[config.mk]
export PLATFORM = sky130hd
export DESIGN_NAME = sprite_line_renderer
export DESIGN_NICKNAME = d
export VERILOG_FILES = /design/src/rtl/sprite_line_renderer_pkg.sv /design/src/rtl/sprite_line_renderer_slot.sv /design/src/rtl/sprite_line_renderer.sv
export SDC_FILE = /design/constraint.sdc
export NUM_CORES = 1
export LEC_CHECK = 0
export BUFFER_PORTS_ARGS = -buffer_cell sky130_fd_sc_hd__buf_2
export CAP_MARGIN = 20
export CELL_PAD_IN_SITES_DETAIL_PLACEMENT = 0
export CELL_PAD_IN_SITES_GLOBAL_PLACEMENT = 2
export CORE_MARGIN = 10
export CORE_UTILIZATION = 41
export DETAILED_ROUTE_END_ITERATION = 10
export PLACE_DENSITY_LB_ADDON = 0.15
export SLEW_MARGIN = 10
export SYNTH_ARGS = -nofsm -noshare
export SYNTH_HDL_FRONTEND = slang
export SYNTH_HIERARCHICAL = 1
export SYNTH_SLANG_ARGS = --single-unit
[constraint.sdc]
create_clock -name clk -period 7.3 [get_ports clk]
set_clock_uncertainty 0.2 [all_clocks]
set_input_delay 1.095 -clock clk [delete_from_list [all_inputs] [get_ports clk]]
set_output_delay 1.095 -clock clk [all_outputs]
set_load 0.01 [all_outputs]
[src/rtl/sprite_line_renderer_pkg.sv]
// Shared constants and types for the sprite line renderer and its slot buffer.
package sprite_line_renderer_pkg;

  localparam int SPRITE_SIZE     = 8;
  localparam int SPRITE_ID_W     = 4;
  localparam int DEFAULT_COORD_W = 10;

  typedef enum logic [1:0] {
    ORIENT_UP    = 2'd0,
    ORIENT_RIGHT = 2'd1,
    ORIENT_DOWN  = 2'd2,
    ORIENT_LEFT  = 2'd3
  } orientation_t;

  typedef enum logic [1:0] {
    ST_IDLE  = 2'd0,
    ST_FETCH = 2'd1,
    ST_DONE  = 2'd2
  } fetch_state_t;

endpackage

[src/rtl/sprite_line_renderer_slot.sv]
// One slot of the scanline sprite buffer: holds a captured sprite row and
// reports whether the current pixel column lands on one of its lit pixels.
module sprite_slot
  import sprite_line_renderer_pkg::*;
#(
  parameter int COORD_W = DEFAULT_COORD_W
) (
  input  logic                   clk,
  input  logic                   reset,
  input  logic                   clear,
  input  logic                   load,
  input  logic [COORD_W-1:0]     load_x,
  input  logic [SPRITE_ID_W-1:0] load_id,
  input  logic [7:0]             load_bitmap,
  input  logic [COORD_W-1:0]     pixel_x,
  output logic                   slot_hit,
  output logic [SPRITE_ID_W-1:0] slot_id
);

  localparam logic [COORD_W:0] SIZE_EXT = (COORD_W+1)'(SPRITE_SIZE);

  logic                   valid_q;
  logic [COORD_W-1:0]     x_q;
  logic [SPRITE_ID_W-1:0] id_q;
  logic [7:0]             bitmap_q;
  logic [COORD_W:0]       col;
  logic [2:0]             bit_sel;
  logic                   in_range;

  // Slot registers: cleared at the start of every line, loaded once per captured sprite
  always_ff @(posedge clk or negedge reset) begin
    if (!reset) begin
      valid_q  <= 1'b0;
      x_q      <= '0;
      id_q     <= '0;
      bitmap_q <= '0;
    end else if (clear) begin
      valid_q  <= 1'b0;
      x_q      <= '0;
      id_q     <= '0;
      bitmap_q <= '0;
    end else if (load) begin
      valid_q  <= 1'b1;
      x_q      <= load_x;
      id_q     <= load_id;
      bitmap_q <= load_bitmap;
    end
  end

  // Column within the sprite, one bit wider so pixels left of the sprite never alias
  assign col      = {1'b0, pixel_x} - {1'b0, x_q};
  assign in_range = (pixel_x >= x_q) && (col < SIZE_EXT);
  assign bit_sel  = 3'(SPRITE_SIZE - 1) - col[2:0];
  assign slot_hit = valid_q && in_range && !bitmap_q[bit_sel];
  assign slot_id  = id_q;

endmodule

[src/rtl/sprite_line_renderer.sv]
// Scans the entity table during hblank, fetches rows of sprites that cross the
// next scanline into a slot buffer, then resolves per-pixel sprite hits.
module sprite_line_renderer
  import sprite_line_renderer_pkg::*;
#(
  parameter int NUM_ENTRIES = 8,
  parameter int NUM_SLOTS   = 4,
  parameter int COORD_W     = DEFAULT_COORD_W
) (
  input  logic                           clk,
  input  logic                           reset,
  input  logic                           line_start,
  input  logic [COORD_W-1:0]             target_y,
  output logic [$clog2(NUM_ENTRIES)-1:0] entry_index,
  input  logic                           entry_valid,
  input  logic [SPRITE_ID_W-1:0]         entry_sprite_ID,
  input  logic [1:0]                     entry_orientation,
  input  logic [COORD_W-1:0]             entry_x,
  input  logic [COORD_W-1:0]             entry_y,
  output logic                           rom_read_enable,
  output logic [1:0]                     rom_orientation,
  output logic [SPRITE_ID_W-1:0]         rom_sprite_ID,
  output logic [2:0]                     rom_line_index,
  input  logic [7:0]                     rom_data,
  input  logic [COORD_W-1:0]             pixel_x,
  input  logic                           pixel_valid,
  output logic                           pixel_on,
  output logic [SPRITE_ID_W-1:0]         pixel_sprite_ID,
  output logic                           fetch_done,
  output logic                           overflow
);

  localparam int IDX_W = $clog2(NUM_ENTRIES);
  localparam int CNT_W = $clog2(NUM_SLOTS + 1);

  fetch_state_t           state;
  logic [COORD_W-1:0]     target_y_q;
  logic [CNT_W-1:0]       fill_count;
  logic [COORD_W-1:0]     row;
  logic                   hit;
  logic                   reading;
  logic                   capture;
  logic                   room;
  logic [NUM_SLOTS-1:0]   slot_load;
  logic [NUM_SLOTS-1:0]   slot_hit;
  logic [SPRITE_ID_W-1:0] slot_id [NUM_SLOTS];
  logic                   win_hit;
  logic [SPRITE_ID_W-1:0] win_id;

  // Row of the current entry that falls on the target line; wraps modulo 2^COORD_W
  assign row     = target_y_q - entry_y;
  assign hit     = entry_valid && (row < COORD_W'(SPRITE_SIZE));
  assign reading = (state == ST_FETCH) && hit;

  assign rom_read_enable = reading;
  assign rom_line_index  = reading ? row[2:0] : 3'd0;
  assign rom_orientation = reading ? entry_orientation : 2'd0;
  assign rom_sprite_ID   = reading ? entry_sprite_ID : '0;

  // A restart on line_start wins over capturing the entry in the same cycle
  assign capture = reading && !line_start;
  assign room    = fill_count < CNT_W'(NUM_SLOTS);

  // Route the capture to the lowest free slot so slots fill in entry order
  always_comb begin
    slot_load = '0;
    for (int i = 0; i < NUM_SLOTS; i++) begin
      slot_load[i] = capture && room && (fill_count == CNT_W'(i));
    end
  end

  for (genvar g = 0; g < NUM_SLOTS; g++) begin : g_slot
    sprite_slot #(
      .COORD_W(COORD_W)
    ) u_slot (
      .clk         (clk),
      .reset       (reset),
      .clear       (line_start),
      .load        (slot_load[g]),
      .load_x      (entry_x),
      .load_id     (entry_sprite_ID),
      .load_bitmap (rom_data),
      .pixel_x     (pixel_x),
      .slot_hit    (slot_hit[g]),
      .slot_id     (slot_id[g])
    );
  end

  // Priority encoder: walking downward leaves the lowest hitting slot as winner
  always_comb begin
    win_hit = 1'b0;
    win_id  = '0;
    for (int i = NUM_SLOTS - 1; i >= 0; i--) begin
      if (slot_hit[i]) begin
        win_hit = 1'b1;
        win_id  = slot_id[i];
      end
    end
  end

  // Fetch sequencer: one table entry per cycle, restartable by line_start at any time
  always_ff @(posedge clk or negedge reset) begin
    if (!reset) begin
      state       <= ST_IDLE;
      entry_index <= '0;
      target_y_q  <= '0;
      fill_count  <= '0;
      fetch_done  <= 1'b0;
      overflow    <= 1'b0;
    end else if (line_start) begin
      state       <= ST_FETCH;
      entry_index <= '0;
      target_y_q  <= target_y;
      fill_count  <= '0;
      fetch_done  <= 1'b0;
      overflow    <= 1'b0;
    end else begin
      case (state)
        ST_FETCH: begin
          if (capture) begin
            if (room) begin
              fill_count <= fill_count + CNT_W'(1);
            end else begin
              overflow <= 1'b1;
            end
          end
          entry_index <= entry_index + IDX_W'(1);
          if (entry_index == IDX_W'(NUM_ENTRIES - 1)) begin
            state      <= ST_DONE;
            fetch_done <= 1'b1;
          end
        end
        default: begin
          state <= state;
        end
      endcase
    end
  end

  // Pixel output stage: one cycle behind pixel_x, blanked outside active video or before fetch completes
  always_ff @(posedge clk or negedge reset) begin
    if (!reset) begin
      pixel_on        <= 1'b0;
      pixel_sprite_ID <= '0;
    end else begin
      pixel_on        <= pixel_valid && fetch_done && win_hit;
      pixel_sprite_ID <= win_id;
    end
  end

endmodule

==> metrics.md, run 1 <==
| Metric | Value |
|---|---|
| # diodes | 0 |
| Area leader, netlist | dfrtp_1 |
| Row Count | 49 |
| DR WL met2 | around 9000 µm |
| Hold endpoint | pixel_sprite_ID[3]$_DFF_PN0_ |
| Maximum fanout along the worst path | 16 |
| Most frequent CP cell | buf_2 |
| Register area | slightly below 3000 µm² |
| Gr usage total | 16.5% |
| Synth warn | 6 |
| Commonest cells post-synth | nor2_1, dfrtp_1, mux2i_1, inv_1, ha_1 |
| Cells after Synth | just under 800 |
| Clk buf depth | 2 |
| Layout cell share with drive strength beyond 1 | a little under a fifth |
| Worst r2r dst | g_slot[1].u_slot/x_q[6]$_DFFE_PN0P_ |
| Setup crit start kind | primary input |
| Initial antenna violation count | 0 |
| H-tree levels | 4 |
| Total chip power | roughly 1700 µW |
| Root Driver | clkbuf_16 |
| Final setup margin | 2.50 ns |
| Total congestion overflow | 0 |
| Max_slew headroom | a little under two fifths |
| Core area | ~18000 µm² |
| CTS resizes | 0 |
| Number of global-route vias before repair | around 6300 |
| Total Neg Setup Slack | 0 ns |
| Most frequent cell after synthesis | nor2_1 |
| DP Wirelength | 14400 µm |
| Syn nets | 903 |
| Seq/Total Area, Yosys | 37.8% |
| CP peak stage delay | 0.52 ns |
| Library cells used by synthesis | 74 |
| Met3 WL | 775 µm |
| CP bufs+invs | 2 |
| Max layer used | met4 |
| Post-synth EDFFs | 0 |
| Final GP Congestion | around 0.8 |
| Vert. Die Dim | about 160 µm |
| Post-Syn Area per Cell | 9.80 µm² |
| Critical Path AT | 3.51 ns |
| Static leakage | just under 0.004 µW |
| Final Cycle Share | 65.8% |
| Ys flop type | dfrtp_1 |
| Top-area cell type share of the netlist area | ~38% |
| HP Start | g_slot[0].u_slot/slot_id[3]$_DFFE_PN0P_ |
| First-pass GRT wire length | 32500 µm |
| Reg2reg start | target_y_q[0]$_DFFE_PN0P_ |
| Top delay family on crit path | simple AND/OR/NAND/NOR gates |
| Max Cap Viol | 0 |
| CTS tree | yes |
| Drt first pass iters | 4 |
| Die span in x | ~160 µm |
| Worst setup EP type | output port |
| Ranking of synthesized cells by area | dfrtp_1, mux2i_1, ha_1, nor2_1, inv_1 |
| I/O Pins | approximately 80 |
| DR vias | roughly 6000 |
| Post-route ant nets | 0 |
| Fill cells | between 1500 and 2000 |
| Postcts setup bufs | 0 |
| CTS Sinks | roughly 120 |
| Peak VDD IR | 0.167 mV |
| Final hold vios | 0 |
| CP Depth | 10 |
| Die area | roughly 25000 µm² |
| M1 wire length | around 9400 µm |
| Worst path cell trace | buf_2 > ha_1 > fa_1 > nand2b_1 > a21oi_1 > nand4_1 > a32oi_1 > and4_1 > and3_1 > buf_2 |
| Vias per cell | between 5 and 6 |
| Area of the multi-input gates | approximately 4300 µm² |
| Flop2flop setup slack | between 3 and 4 ns |
| Worst-skew pair later-pin latency | 0.42 ns |
| Largest net degree at the start of global routing | 87 |
| Async set or reset register ratio after synthesis | between 90% and 100% |
| DP Worst Slack | around 2.5 ns |
| Net count, final | just under 1000 |
| Fmax achieved | 208 MHz |
| Status | completed |
| Power Density | around 200 nW/µm² |
| HP Class | reg -> reg |
| Critical path required time | 6.00 ns |
| Cts bufs inserted | 17 |
| Setup-failing EPs final | 0 |
| Drt first-iter violations | 309 |
| Hold Path Depth | 2 |
| R2R cell count | 12 |
| Mapped Area | approximately 7700 µm² |
| Max Transition Viols Final | 0 |
| FF+latch count, synth | between 100 and 150 |
| Initial Util | a little over two fifths |
| Post-Route WL | ~20000 µm |
| Port Buffers | 78 |
| Remaining DRCs | 0 |
| Reg clk slew, reported paths | approximately 0.060 ns |
| # hold bufs at CTS | 0 |
| Routed len/inst | 17.9 µm |
| Crit Path Class | in -> out |
| Crit path time final | 4.80 ns |
| Actual slew at the worst max-slew pin | 0.930 ns |
| CP max-delay cell | and4_1 |
| P&R area growth vs syn | 15.2% |
| Unrepaired setup endpoints after global routing | false |
==> logic make-up after synthesis <==
family          after synthesis  synth area share [%]
compound gates              129                  12.4
simple gates                231                  14.2
flops                       116                  37.8
mux                         125                  17.8
buf+inv                     111                  6.13
fa+ha+maj                    61                  10.4
xor+xnor                     10                  1.14
==> tightest hold or removal path: stages (launching register included) <==
cell	delay, ns
dfrtp_1	0.34
nand2_1	0.05
o21ai_0	0.06
==> placed cells by master, fill, tap and decap left out, drive strengths merged, types with 9 or more instances in the layout <==
cell type / instances
dfrtp: 116
nand2b: 9
buf: 85
nor2: 132
xnor2: 9
nor2b: 9
nand2: 25
ha: 56
nand4: 12
clkbuf: 18
o21ai: 25
inv: 85
mux2: 12
a21o: 15
a21oi: 32
mux2i: 105
==> where the power goes <==
part           total, µW  leakage (µW)  internal, µW  switching (µW)
combinational        228       0.00206          90.9             137
clock                845      0.000292           511             333
sequential           656       0.00159           651            4.75
total               1730       0.00394          1250             475
==> per-stage QoR <==
step           std cells  hold slack [ns]  util, %  area (µm²)
5_1_grt             1098            0.304     48.5        8830
2_1_floorplan        783            0.249        -        7670
3_3_place_gp        1065            0.265     45.2        8230
3_5_place_dp        1065            0.281     45.2        8230
6_report            1098            0.288     48.5        8830
4_1_cts             1097            0.292     48.5        8830
==> metal layers <==
metal / vias up / GRT usage (%)
met5: - / 0
met4: 0 / 5.57
met3: 16 / 3.45
met2: 101 / 26.9
met1: 2899 / 21.4
li1: 2910 / -
==> worst max-delay path by stage <==
stage / startpoint / endpoint / slack (ns)
floorplan: entry_y[0] / rom_line_index[0] / 3.03
global placement: entry_y[0] / rom_line_index[2] / 2.56
detailed placement: entry_y[0] / rom_line_index[2] / 2.49
CTS: entry_y[0] / rom_line_index[2] / 2.48
global route: entry_y[0] / rom_line_index[2] / 2.31
finish: entry_y[0] / rom_line_index[2] / 2.50
==> sequential cells by signal, indices dropped and copies added (netlist names) <==
register and cells:
state 1, pixel_on 1, pixel_sprite_ID 4, overflow 1, g_slot.u_slot/slot_id 16, g_slot.u_slot/x_q 40
g_slot.u_slot/valid_q 4, target_y_q 10, g_slot.u_slot/bitmap_q 32, fill_count 3, entry_index 3, fetch_done 1
==> layout make-up <==
type | count | share of cell area (%)
well taps | 229 | 3.24
multi-input cells | 556 | 48.6
clock inverters | 15 | 1.93
clock buffers | 17 | 4.82
flip-flops and latches | 116 | 32.9
inverters | 79 | 3.36
repair buffers | 86 | 5.16
Note: power is estimated with default switching activity, not from simulation.
==> run 2, diff against run 1 <==
--- a/config.mk
+++ b/config.mk
@@ -5,12 +5,13 @@
 export SDC_FILE = /design/constraint.sdc
 export NUM_CORES = 1
 export LEC_CHECK = 0
+export ABC_AREA = 1
 export BUFFER_PORTS_ARGS = -buffer_cell sky130_fd_sc_hd__buf_2
 export CAP_MARGIN = 20
 export CELL_PAD_IN_SITES_DETAIL_PLACEMENT = 0
 export CELL_PAD_IN_SITES_GLOBAL_PLACEMENT = 2
 export CORE_MARGIN = 10
-export CORE_UTILIZATION = 41
+export CORE_UTILIZATION = 30
 export DETAILED_ROUTE_END_ITERATION = 10
 export PLACE_DENSITY_LB_ADDON = 0.15
 export SLEW_MARGIN = 10
==> constraint.sdc (replaced) <==
create_clock -name clk -period 4.3 [get_ports clk]
set_clock_uncertainty 0.2 [all_clocks]
set_input_delay 0.645 -clock clk [delete_from_list [all_inputs] [get_ports clk]]
set_output_delay 0.645 -clock clk [all_outputs]
set_load 0.01 [all_outputs]
==> run 2 against run 1 <==
Clock power rose by 75%. Hold slack lost 0.21 ns. Global-route usage decreased by 0.53 points. Sequential share of layout area is 3.3 points lower. Clock-buffer cell count unchanged. Critical path type is now reg -> out. Largest power group unchanged.
==> metrics.md, run 2 <==
| Metric | Value |
|---|---|
| Max Cap Viol | 0 (unchanged) |
| Post-route ant nets | 0 (unchanged) |
| Peak VDD IR | 0.169 mV (+0.79%) |
| Cts bufs inserted | 17 (unchanged) |
| Setup crit start kind | flop |
| DR vias | 8003 (+35%) |
| Vias per cell | 4.65 (-14%) |
| Comb power frac | 16.4% (+3.2 points) |
| Internal power | 2100 µW (+68%) |
| Status | completed |
| Syn nets | 1368 (+51%) |
| Post-Route WL | 27800 µm (+41%) |
| Unrepaired setup endpoints after global routing | false |
| Total congestion overflow | 0 (unchanged) |
| First-pass GRT wire length | 44900 µm (+38%) |
| Initial Util | 30.3% (-12 points) |
| Die span in x | 187 µm (+19%) |
| P&R area growth vs syn | 17.7% |
| Clock share of power | 47.7% (-1.2 points) |
| Ranking of synthesized cells by area | dfrtp_1, nand2_1, nand3_1, inv_1, ha_1 |
| Vert. Die Dim | 187 µm (+19%) |
| Mapped Area | 8360 µm² (+9.0%) |
| Clk buf depth | 2 (unchanged) |
| Root Driver | clkbuf_16 |
| Library cells used by synthesis | 22 (-70%) |
| Final hold vios | 0 (unchanged) |
| Setup-failing EPs final | 0 (unchanged) |
| Seq pwr share | 35.9% (-2.0 points) |
| Worst setup EP type | output port |
| Most frequent cell after synthesis | nand2_1 |
| Top-area cell type share of the netlist area | 34.7% (-3.1 points) |
| Final GP Congestion | 0.830 (+4.2%) |
| Critical Path AT | 2.58 ns (-0.93 ns) |
| Fmax achieved | 292 MHz |
| Actual slew at the worst max-slew pin | 0.799 ns (-0.131 ns) |
| CP bufs+invs | 3 (+1) |
| Placed insts | 1689 (+59%) |
| Remaining DRCs | 0 (unchanged) |
| Seq/Total Area, Yosys | 34.7% (-3.1 points) |
| Most flop-heavy register | g_slot.u_slot/x_q |
| Initial antenna violation count | 0 (unchanged) |
| Crit path time final | about 3.4 ns |
| Synth warn | 6 (unchanged) |
| CTS tree | yes |
| Post-Syn Area per Cell | 6.70 µm² (-32%) |
| H-tree levels | 4 (unchanged) |
| Max reg flops | 40 (unchanged) |
| Power Density | 315 nW/µm² (+61%) |
| Sw power | 996 µW (+110%) |
| Commonest cells post-synth | nand2_1, nand3_1, inv_1, dfrtp_1, nor2_1 |
| Ys flop type | dfrtp_1 |
| Total Neg Setup Slack | 0 ns (unchanged) |
| Async set or reset register ratio after synthesis | 100% (unchanged) |
| Top delay family on crit path | simple AND/OR/NAND/NOR gates |
| Reg clk slew, reported paths | 0.07 ns (about the same) |
| Max_slew headroom | 46.8% (+8.7 points) |
| Max Transition Viols Final | 0 (unchanged) |
| Leading cell type in the layout, fill and taps excluded | nand2_1 |
| # diodes | 0 (unchanged) |
| CTS resizes | 0 (unchanged) |
| Gr usage total | 16.0% (-0.53 points) |
| Drt first pass iters | 5 (+1) |
| Post-placement cell area | 9230 µm² (+12%) |
| HP Class | in -> async |
| I/O Pins | 79 (unchanged) |
| Final std cells w/o fill | 1721 (+57%) |
| Crit Path Class | reg -> out |
| CP max-delay cell | fa_1 |
| CTS Sinks | 116 (unchanged) |
| Layout cell share with drive strength beyond 1 | 13.0% (-5.5 points) |
| Die area | 34900 µm² (+42%) |
| Final Core Density | 35.6% (-13 points) |
| Commonest non-fill, non-tap cells in the layout | nand2_1, nand3_1, inv_1 |
| Most frequent CP cell | nor2_1 |
| Row Count | 61 (+24%) |
| Port Buffers | 78 (unchanged) |
| Number of global-route vias before repair | 8054 (+27%) |
| Core area | 27600 µm² (+52%) |
| Fin area | 9840 µm² (+11%) |
| # hold bufs at CTS | 0 (unchanged) |
| Post-synth EDFFs | 0 (unchanged) |
| Worst-skew pair later-pin latency | 0.42 ns (about the same) |
| Final Cycle Share | around 80% |
| Worst path cell trace | inv_1 > ha_1 > fa_1 > inv_1 > nand3_1 > nand3_1 > nand2_1 > nor2_1 > nand2_1 > nor2_1 > nand2_2 > nor2_1 > buf_2 |
| Final Hold Slack | 0.0771 ns (-0.211 ns) |
| FF+latch count, synth | 116 (unchanged) |
| Area leader, netlist | dfrtp_1 |
| Net count, final | 1450 (+49%) |
| Cells after Synth | 1248 (+59%) |
| Postcts setup bufs | 0 (unchanged) |
| Routed len/inst | 16.1 µm (-9.9%) |
| Largest net degree at the start of global routing | 56 (-36%) |
| Maximum fanout along the worst path | 9 (-7) |
| CP peak stage delay | 0.40 ns (-0.12 ns) |
| Critical path required time | 3.45 ns (-2.55 ns) |
| Drt first-iter violations | 525 (+70%) |
| Sw frac | 32.1% (+4.7 points) |
| DP Wirelength | 21300 µm (+48%) |
| Static leakage | 0.00543 µW (+38%) |
[run 2: changes by cell type in the layout (fill, tap and decap cells not counted), moves of 9 or more]
cell / previous run / this run
nand2_1: 25 / 367
nand3_1: 7 / 236
inv_1: 79 / 208
mux2i_1: 105 / 0
nor2_1: 132 / 78
o21ai_0: 24 / 48
nand2_2: 0 / 19
a21o_1: 12 / 0
nor2_2: 0 / 12
mux2_2: 11 / 0
nand2b_1: 9 / 0
xnor2_1: 9 / 0
[run 2: final cells by class]
type                    count  area [µm²]
fillers                  3111       17800
multi-input cells         887        4550
flip-flops and latches    116        2900
inverters                 217         815
repair buffers             91         490
well taps                 378         473
clock buffers              17         425
clock inverters            15         183
[run 2: power groups by stage]
| stage | clock network [µW] | registers (µW) | logic [µW] |
|---|---|---|---|
| 2_1_floorplan | 0 | 1130 | 317 |
| 3_3_place_gp | 0 | 1130 | 515 |
| 3_5_place_dp | 0 | 1130 | 512 |
| 4_1_cts | 1510 | 1110 | 514 |
| 5_1_grt | 1570 | 1110 | 581 |
| 6_report | 1480 | 1110 | 508 |
[run 2: final timing paths]
kind	startpoint	cells after the start	slack [ns]	to
worst max-delay path	target_y_q[0]$_DFFE_PN0P_	13	0.88	rom_sprite_ID[0]
worst min-delay path	reset	1	0.08	g_slot[1].u_slot/slot_id[0]$_DFFE_PN0P_
worst max register to register	target_y_q[0]$_DFFE_PN0P_	17	1.12	g_slot[2].u_slot/x_q[5]$_DFFE_PN0P_
worst min register to register	target_y_q[7]$_DFFE_PN0P_	2	0.28	target_y_q[7]$_DFFE_PN0P_
max in group asynchronous	reset	2	2.87	g_slot[2].u_slot/x_q[9]$_DFFE_PN0P_
min in group clk	target_y[7]	3	0.22	target_y_q[7]$_DFFE_PN0P_
[run 2: metal layers]
layer | GRT usage, % | share of wire, % | wire length (µm) | up-vias
li1 | - | - | - | 4113
met1 | 22.2 | 50 | 13900 | 3742
met2 | 25.9 | 46 | 12700 | 141
met3 | 2.74 | 3.6 | 997 | 7
met4 | 2.42 | 0.49 | 136 | 0
met5 | 0 | 0 | 0 | -
[run 2: metrics by stage]
step,setup slack (ns),power (µW)
after floorplan,1.19,1450
after global placement,0.765,1650
after detailed placement,0.680,1640
after CTS,0.817,3140
after global routing,0.604,3260
final,0.875,3100
[run 2: cell families after synthesis]
kind of cell / share of synthesized area [%]
AO/OA/AOI/OAI: 4.73
buffers and inverters: 11.0
flip-flops: 34.7
AND/OR/NAND/NOR: 39.3
adder cells (fa/ha/maj): 9.58
XOR/XNOR: 0.629
==> run 3, diff against run 2 <==
==> constraint.sdc (replaced) <==
create_clock -name clk -period 3 [get_ports clk]
set_clock_uncertainty 0.2 [all_clocks]
set_input_delay 0.45 -clock clk [delete_from_list [all_inputs] [get_ports clk]]
set_output_delay 0.45 -clock clk [all_outputs]
set_load 0.01 [all_outputs]
==> run 3 against run 2 <==
Clock power increased by 43%. Core utilization is 2.3 points higher. Cell count increased by 2.6%. Critical path type unchanged.
==> metrics.md, run 3 (synthesis results as in run 2) <==
| Metric | Value |
|---|---|
| Status | completed |
| Post-Route WL | 26900 µm (-3.3%) |
| Die area | 34900 µm² (unchanged) |
| Max reg flops | 40 (unchanged) |
| Initial antenna violation count | 0 (unchanged) |
| HP Class | in -> reg |
| Total Neg Setup Slack | 0 ns (unchanged) |
| Setup crit start kind | flop |
| Reg clk slew, reported paths | 0.07 ns (about the same) |
| DP Worst Slack | -0.168 ns (-0.848 ns) |
| Max Transition Viols Final | 0 (unchanged) |
| Root Driver | clkbuf_16 |
| Fmax achieved | ~330 MHz |
| Core area | 27600 µm² (unchanged) |
| Critical path required time | 2.35 ns (-1.10 ns) |
| Routed len/inst | 15.2 µm (-5.7%) |
| Post-route ant nets | 0 (unchanged) |
| Crit path time final | about 3 ns |
| Number of global-route vias before repair | 8121 (+0.83%) |
| Vias per cell | 4.53 (-2.7%) |
| DP Wirelength | 21100 µm (-0.81%) |
| Commonest non-fill, non-tap cells in the layout | nand2_1, nand3_1, inv_1 |
| I/O Pins | 79 (unchanged) |
| Initial Util | 30.3% (unchanged) |
| Final Core Density | 37.9% (+2.3 points) |
| Most flop-heavy register | g_slot.u_slot/x_q |
| Die span in x | 187 µm (unchanged) |
| Worst-skew pair later-pin latency | 0.42 ns (about the same) |
| Net count, final | 1494 (+3.0%) |
| Crit Path Class | reg -> out |
| Max Cap Viol | 0 (unchanged) |
| Clk buf depth | 2 (unchanged) |
| CTS tree | yes |
| Fill cells | 3078 (-1.1%) |
| Critical Path AT | 2.34 ns (-0.24 ns) |
| Final setup margin | 0.0125 ns (-0.863 ns) |
| Drt first-iter violations | 394 (-25%) |
| CTS Sinks | 116 (unchanged) |
| Power Density | 433 nW/µm² (+37%) |
| Setup-failing EPs final | 0 (unchanged) |
| Worst setup EP type | output port |
| Port Buffers | 78 (unchanged) |
| Unrepaired setup endpoints after global routing | true |
| DR vias | 7989 (-0.17%) |
| Final hold vios | 0 (unchanged) |
| # diodes | 0 (unchanged) |
| First-pass GRT wire length | 44400 µm (-1.1%) |
| Vert. Die Dim | 187 µm (unchanged) |
| Row Count | 61 (unchanged) |
| Leading cell type in the layout, fill and taps excluded | nand2_1 |
| Final GP Congestion | 0.819 (-1.4%) |
| Max_slew headroom | 55.0% (+8.2 points) |
| Layout cell share with drive strength beyond 1 | 18.7% (+5.8 points) |
| Placed insts | 1723 (+2.0%) |
| H-tree levels | 4 (unchanged) |
| Final std cells w/o fill | 1765 (+2.6%) |
| Drt first pass iters | 5 (unchanged) |
| Static leakage | 0.00571 µW (+5.1%) |
| P&R area growth vs syn | 25.4% |
| Maximum fanout along the worst path | 5 (-4) |
| Final Cycle Share | 99.6% |
| Peak VDD IR | 0.242 mV (+43%) |
| Gr usage total | 15.6% (-0.37 points) |
| Actual slew at the worst max-slew pin | 0.675 ns (-0.124 ns) |
| Cts bufs inserted | 17 (unchanged) |
| Remaining DRCs | 0 (unchanged) |
| Largest net degree at the start of global routing | 48 (-14%) |
| Total congestion overflow | 0 (unchanged) |
==> run 3: critical path: stages (launching register included) <==
cell and delay (ns):
dfrtp_1 0.34, inv_2 0.05, ha_4 0.16, fa_2 0.35, inv_2 0.08, nand3_2 0.08, nand2_2 0.08, nand2_1 0.08
nand3_2 0.07, nand2_2 0.08, nor2_4 0.19, nand2_4 0.12, nor2_1 0.10, buf_2 0.14
==> run 3: cell type report <==
type,instances,area (µm²),area share [%]
timing repair buffer,134,901,8.59
multi-input combinational,888,4780,45.6
inverter,217,815,7.77
clock inverter,15,180,1.72
tap,378,473,4.51
sequential,116,2900,27.7
clock buffer,17,425,4.06
==> run 3: stage by stage <==
stage	cell area, µm²	total power (µW)	hold slack [ns]
final	10500	4530	0.0226
after global routing	10500	4770	0.0216
after CTS	10300	4550	0.00533
after detailed placement	9560	2370	0.264
after global placement	9560	2380	0.259
after floorplan	8360	2080	-0.0456
==> run 3: per-layer routing <==
layer  global-route usage, %  part of all wire (%)  up-vias
met5                       0                     0        -
met4                    2.79                  0.73        0
met3                    2.55                   2.7       11
met2                    25.9                    47      129
met1                    21.2                    50     3637
li1                        -                     -     4212
==> run 3: final timing paths <==
kind	depth (start not counted)	slack, ns	endpoint	startpoint
min in group asynchronous	2	0.40	g_slot[2].u_slot/bitmap_q[4]$_DFFE_PN0P_	reset
setup reg to reg	17	0.23	pixel_sprite_ID[2]$_DFF_PN0_	g_slot[2].u_slot/x_q[0]$_DFFE_PN0P_
hold reg to reg	2	0.28	state[0]$_DFFE_PN0P_	state[0]$_DFFE_PN0P_
max in group asynchronous	3	1.53	g_slot[0].u_slot/x_q[4]$_DFFE_PN0P_	reset
setup / recovery	13	0.01	rom_sprite_ID[3]	target_y_q[0]$_DFFE_PN0P_
hold / removal	3	0.02	target_y_q[8]$_DFFE_PN0P_	target_y[8]
==> run 3: power by group <==
group | leakage [µW] | total [µW] | internal, µW | switching [µW]
logic | 0.00381 | 824 | 303 | 521
clock network | 0.000296 | 2110 | 1260 | 853
registers | 0.00160 | 1600 | 1580 | 14.6
total | 0.00571 | 4530 | 3150 | 1390
==> run 3: what timing repair did <==
action	CTS	global route
hold buffers	1	0
hold endpoints to repair	45	0
buffers inserted	3	6
pin swaps	13	17
gates resized for setup	26	37
endpoints found under the setup margin	10	102
gates cloned	1	0
